### src/rtl/lvds_rx_decoder.sv
// LVDS receive decoder: finds the 7-bit word boundary from the clock lane, realigns
// the four data lanes and unpacks RGB888 plus DE/VS/HS with lock tracking.
module lvds_rx_decoder #(
  parameter logic [6:0] CLK_PAT  = 7'b1100011,
  parameter int         LOCK_CNT = 16,
  parameter int         ERR_MAX  = 4
) (
  input  logic        clk_i,
  input  logic        rst_i,
  input  logic [6:0]  rxc_i,
  input  logic [6:0]  rxd0_i,
  input  logic [6:0]  rxd1_i,
  input  logic [6:0]  rxd2_i,
  input  logic [6:0]  rxd3_i,
  output logic        locked_o,
  output logic [2:0]  align_o,
  output logic        de_o,
  output logic        vs_o,
  output logic        hs_o,
  output logic [23:0] data_o
);

  typedef enum logic [1:0] {S_SEARCH, S_VERIFY, S_LOCKED} state_t;

  localparam logic [7:0] LOCK_LAST = 8'(LOCK_CNT - 1);
  localparam logic [7:0] ERR_LAST  = 8'(ERR_MAX - 1);

  function automatic logic [6:0] window7(input logic [13:0] cat, input logic [2:0] k);
    return cat[k +: 7];
  endfunction

  function automatic logic [5:0] window6(input logic [12:0] cat, input logic [2:0] k);
    return cat[k +: 6];
  endfunction

  function automatic logic [6:0] rev7(input logic [6:0] a);
    logic [6:0] w;
    for (int i = 0; i < 7; i++) w[i] = a[6 - i];
    return w;
  endfunction

  function automatic logic [5:0] rev6(input logic [5:0] a);
    logic [5:0] w;
    for (int i = 0; i < 6; i++) w[i] = a[5 - i];
    return w;
  endfunction

  function automatic logic [7:0] sat_inc(input logic [7:0] x);
    return (x == 8'hFF) ? x : x + 8'd1;
  endfunction

  logic [6:0]  w_rx   [5];
  logic [6:0]  r_cur  [5];
  logic [6:0]  r_prev [5];
  state_t      r_state;
  logic [2:0]  r_offset;
  logic [7:0]  r_match_cnt;
  logic [7:0]  r_err_cnt;
  logic [6:0]  r_al0, r_al1, r_al2;
  logic [5:0]  r_al3;
  logic [13:0] w_clk_cat;
  logic        w_hit;
  logic [2:0]  w_hit_k;
  logic        w_clk_ok;
  logic [6:0]  w_w0, w_w1, w_w2;
  logic [5:0]  w_w3;
  logic [23:0] w_pix;
  logic        w_lock_now;

  assign w_rx[0] = rxc_i;
  assign w_rx[1] = rxd0_i;
  assign w_rx[2] = rxd1_i;
  assign w_rx[3] = rxd2_i;
  assign w_rx[4] = rxd3_i;

  always_ff @(posedge clk_i or posedge rst_i) begin
    if (rst_i) begin
      // NOTE: these lane arrays are a handful of flops, not a RAM, so they take the async reset.
      for (int i = 0; i < 5; i++) begin
        r_cur[i]  <= '0;
        r_prev[i] <= '0;
      end
    end else begin
      // NOTE: non-blocking, so prev captures the old cur and the two form a real 2-word history.
      for (int i = 0; i < 5; i++) begin
        r_cur[i]  <= w_rx[i];
        r_prev[i] <= r_cur[i];
      end
    end
  end

  assign w_clk_cat = {r_prev[0], r_cur[0]};
  assign w_clk_ok  = (window7(w_clk_cat, r_offset) == CLK_PAT);

  always_comb begin
    // NOTE: defaults first so every path assigns these and no latch is inferred.
    w_hit   = 1'b0;
    w_hit_k = 3'd0;
    // Scan downward so the lowest matching offset is the one left standing.
    for (int k = 6; k >= 0; k--) begin
      if (window7(w_clk_cat, 3'(k)) == CLK_PAT) begin
        w_hit   = 1'b1;
        w_hit_k = 3'(k);
      end
    end
  end

  always_ff @(posedge clk_i or posedge rst_i) begin
    if (rst_i) begin
      r_state     <= S_SEARCH;
      r_offset    <= 3'd0;
      r_match_cnt <= 8'd0;
      r_err_cnt   <= 8'd0;
    end else begin
      case (r_state)
        S_SEARCH: begin
          if (w_hit) begin
            r_state     <= S_VERIFY;
            r_offset    <= w_hit_k;
            r_match_cnt <= 8'd1;
            r_err_cnt   <= 8'd0;
          end
        end
        S_VERIFY: begin
          if (!w_clk_ok) begin
            r_state     <= S_SEARCH;
            r_match_cnt <= 8'd0;
            r_err_cnt   <= 8'd0;
          end else if (r_match_cnt >= LOCK_LAST) begin
            r_state     <= S_LOCKED;
            r_match_cnt <= 8'd0;
            r_err_cnt   <= 8'd0;
          end else begin
            r_match_cnt <= sat_inc(r_match_cnt);
          end
        end
        S_LOCKED: begin
          if (w_clk_ok) begin
            r_err_cnt <= 8'd0;
          end else if (r_err_cnt >= ERR_LAST) begin
            r_state     <= S_SEARCH;
            r_match_cnt <= 8'd0;
            r_err_cnt   <= 8'd0;
          end else begin
            r_err_cnt <= sat_inc(r_err_cnt);
          end
        end
        default: begin
          r_state     <= S_SEARCH;
          r_match_cnt <= 8'd0;
          r_err_cnt   <= 8'd0;
        end
      endcase
    end
  end

  // Lane 3 keeps only aligned bits [6:1]; bit 0 of that word is the unused w3[6].
  always_ff @(posedge clk_i or posedge rst_i) begin
    if (rst_i) begin
      r_al0 <= '0;
      r_al1 <= '0;
      r_al2 <= '0;
      r_al3 <= '0;
    end else begin
      r_al0 <= window7({r_prev[1], r_cur[1]}, r_offset);
      r_al1 <= window7({r_prev[2], r_cur[2]}, r_offset);
      r_al2 <= window7({r_prev[3], r_cur[3]}, r_offset);
      r_al3 <= window6({r_prev[4], r_cur[4][6:1]}, r_offset);
    end
  end

  assign w_w0 = rev7(r_al0);
  assign w_w1 = rev7(r_al1);
  assign w_w2 = rev7(r_al2);
  assign w_w3 = rev6(r_al3);

  assign w_pix = {w_w3[1:0], w_w0[5:0],
                  w_w3[3:2], w_w1[4:0], w_w0[6],
                  w_w3[5:4], w_w2[3:0], w_w1[6], w_w1[5]};

  assign w_lock_now = (r_state == S_LOCKED);

  always_ff @(posedge clk_i or posedge rst_i) begin
    if (rst_i) begin
      locked_o <= 1'b0;
      align_o  <= 3'd0;
      de_o     <= 1'b0;
      vs_o     <= 1'b0;
      hs_o     <= 1'b0;
      data_o   <= 24'd0;
    end else begin
      locked_o <= w_lock_now;
      align_o  <= r_offset;
      de_o     <= w_lock_now & w_w2[6];
      vs_o     <= w_lock_now & w_w2[5];
      hs_o     <= w_lock_now & w_w2[4];
      data_o   <= w_lock_now ? w_pix : 24'd0;
    end
  end

endmodule

### config.mk
export PLATFORM = sky130hd
export DESIGN_NAME = lvds_rx_decoder
export DESIGN_NICKNAME = d
export VERILOG_FILES = /design/src/rtl/lvds_rx_decoder.sv
export SDC_FILE = /design/constraint.sdc
export NUM_CORES = 1
export LEC_CHECK = 0
export ABC_AREA = 1
export BUFFER_PORTS_ARGS = -buffer_cell sky130_fd_sc_hd__clkbuf_2
export CAP_MARGIN = 20
export CORE_MARGIN = 4
export CORE_UTILIZATION = 30
export DETAILED_ROUTE_END_ITERATION = 8
export PLACE_DENSITY = 0.58
export SLEW_MARGIN = 20
export SYNTH_ARGS = -nofsm -noshare
export SYNTH_HDL_FRONTEND = slang
export SYNTH_SLANG_ARGS = --single-unit
### constraint.sdc
create_clock -name clk_i -period 5.3 [get_ports clk_i]
set_clock_uncertainty 0.15 [all_clocks]
set_input_delay 0.53 -clock clk_i [delete_from_list [all_inputs] [get_ports clk_i]]
set_output_delay 0.53 -clock clk_i [all_outputs]
set_load 0.1 [all_outputs]
==> impl_results.md <==
* Status: complete, no violations
* P per Cell Area at 376 mW/mm^2
* Ranking of synthesized cells by area: dfrtp_1, nand2_1, o21ai_0, mux2i_1, nor2_1
* Die X at 150 um
* Layout net count at 749
* Die area at 0.0226 mm^2
* Crit-path leading delay family: simple AND/OR/NAND/NOR gates
* Critical Path AT at 2620 ps
* Layout cells sized above 1 at 16.1%
* Sequential cell area at 0.00373 mm^2
* # DRC at 0
* N_diodes at 0
* Initial antenna violation count at 0
* Synth cell types at 32
* Drt first pass iters at 5
* Max rail drop VDD at 0.000227 V
* Avg WL per Cell at 12.4 um
* CP Cell Sequence: buf_4, nand2_1, nand3_1, nand2_1, nor2_1, nand3_1, nand2_2, nand3_2, nand2_2, inv_2, nand2_1, nand2_1
* Crit path capture type: register
* First-pass GRT wire length at 20.7 mm
* Fin crit period at 2460 ps
* CTS tree: done
* Slew headroom at 37.4%
* Max H-tree Level at 4
* Crit Path Class: register to register
* LEAKAGE at 0.00362 uW
* Grt ovf at 0
* Flops & latches, synth at 149
* Buffers added on ports at 67
* Post-CTS resize count at 0
* Final Util at 36.7%
* Gate Count Post-Synth at 647
* Rows at 51
* Critical path launch point type: register
* Unrepaired setup endpoints after global routing: no
* Hold WC Path Type: input port to register
* Fmax at 0.406 GHz
* Synth-to-Final Area Change at 19.0%
* Req. time, crit path at 5460 ps
* Vias in the first global route at 4043
* Initial DRC count at 373
* Hold_buf cts at 0
* Register area share after synthesis at 61.3%
* Clock root buffer: clkbuf_16
* Fin crit share at 46.4%
* Initial core utilization at 30.9%
* Final GP Congestion at 0.822
* Fillers at 2019
* Final hold viol count at 0
* Die Ht at 150 um
* Core outline area at 0.0197 mm^2
* Final setup fails at 0
* Largest net degree at the start of global routing at 110
* Vias at 4157
* Post-synth top area cell: dfrtp_1
* TritonCTS Buffers at 17
* Buf+Inv Stages, Crit Path at 2
* GRT Total Usage at 11.7%
* Io pins at 68
* Multi-input logic area at 0.00196 mm^2
* Slew of the pin with the lowest slew margin at 938 ps
* Critical path peak fanout at 55
* Later-pin clock latency in the skew report at 420 ps
* Setup TNS at 0 ps
* CP max stage cell: buf_4
* Post-route ant nets at 0
* Max_cap viols at 0
* Slew Viols, Final at 0
* Synthesized area at 0.00609 mm^2
* Mapped Nets at 686
* Yosys top cell area share at 61.3%
* DR vias/cell at 4.21
* Mean post-synth cell area at 9.41 um^2
* Highest cell delay on the worst timing path at 560 ps
* Synth Warn # at 0
* Clock sinks at 149
* Final HPWL DP at 8.59 mm
* CP dominant cell by count: nand2_1
* Post-CTS Setup Repair Bufs at 0
* Clock transition at path regs at 60 ps
* Max Root-Sink Buffers at 2
* Final WL at 12.2 mm
[routing by layer]
layer	part of all wire, %	wire length [um]	global-route usage (%)
met5	0	0	0
met4	1.4	166	5.35
met3	4.6	565	2.95
met2	38	4690	14.7
met1	56	6790	18.5
[synth_stat cells]
cell type  number
o31ai_1         1
nand2_1       150
nand2_2         4
inv_1          63
buf_2           6
a21boi_0        1
nor2_1         68
o22ai_1         2
buf_4           1
nor3_1          8
a21oi_1        17
dfrtp_1       149
nand3_1        34
clkinv_1        1
mux2i_1        26
nand4_4         1
o21a_1          1
a21o_1          1
o21ai_1         1
buf_1           4
o21ai_0        66
nand4_1         6
inv_2           3
nand3_2         2
a21boi_1        5
buf_6           3
and2_1          1
a22oi_1         4
clkbuf_1       14
ha_1            2
nand3b_1        1
inv_4           1
[state kept, by name, indices dropped and copies added (netlist names)]
signal and count:
r_match_cnt 8, locked_o 1, r_al3 6, r_err_cnt 8, r_cur 35, vs_o 1
r_offset 3, r_al2 7, r_al0 7, r_prev 35, align_o 3, r_al1 7
data_o 24, r_state 2, de_o 1, hs_o 1
[cell type report]
type	count	area share, %
sequential	149	51.5
multi-input combinational	402	27.1
clock buffer	19	6.25
timing repair buffer	72	5.15
tap	265	4.58
inverter	68	3.63
clock inverter	12	1.81
[report_power, final]
part           switching (uW)  internal, uW
Sequential               39.5          1230
Combinational             198          92.1
Clock                     449           713
Total                     686          2030
[stage by stage]
| stage | instance area, um^2 | hold WS, ps | instances | power (uW) | worst slack [ps] |
|---|---|---|---|---|---|
| after floorplan | 6090 | 181 | 647 | 1500 | 612 |
| after global placement | 6660 | 190 | 956 | 1580 | 2870 |
| after detailed placement | 6660 | 185 | 956 | 1580 | 2860 |
| after CTS | 7240 | 39.5 | 987 | 2760 | 2850 |
| after global routing | 7240 | 40.2 | 987 | 2870 | 2550 |
| final | 7240 | 63.2 | 987 | 2720 | 2840 |
[worst paths after layout]
kind | endpoint | from | cells after the start | slack, ps
worst max-delay path | r_match_cnt[0] | r_offset[0] | 12 | 2840
worst min-delay path | r_cur[5] | rxd3_i[5] | 1 | 60
worst max register to register | r_match_cnt[0] | r_offset[0] | 12 | 2840
worst min register to register | r_prev[0] | r_cur[0] | 0 | 200
max in group asynchronous | r_prev[24] | rst_i | 3 | 3690
min in group asynchronous | data_o[0] | rst_i | 2 | 180
[cell usage in the layout, fill, tap and decap left out, types with 2 or more instances in the layout]
| cell type | n |
|---|---|
| nand2_1 | 150 |
| dfrtp_1 | 148 |
| nor2_1 | 68 |
| clkbuf_2 | 67 |
| o21ai_0 | 66 |
| inv_1 | 62 |
| nand3_1 | 34 |
| mux2i_1 | 26 |
| a21oi_1 | 17 |
| clkbuf_16 | 17 |
| nor3_1 | 8 |
| nand4_1 | 6 |
| a21boi_1 | 5 |
| buf_4 | 5 |
| nand2_2 | 4 |
| a22oi_1 | 4 |
| clkinvlp_4 | 4 |
| inv_2 | 3 |
| clkinv_4 | 3 |
| clkinv_2 | 3 |
| nand3_2 | 2 |
| o22ai_1 | 2 |
| ha_1 | 2 |
| bufinv_16 | 2 |
| clkbuf_8 | 2 |
[cells by family (layout without fill, tap and decap cells)]
group	after synthesis	count (layout)	share of synthesized area, %
and+or+nand+nor	275	275	18.8
DFF	149	149	61.3
AOI/OAI and AO/OA	99	99	8.72
buffers and inverters	96	171	6.52
muxes	26	26	4.28
adders and majority gates	2	2	0.411
Power figures use the tool's default switching activity.
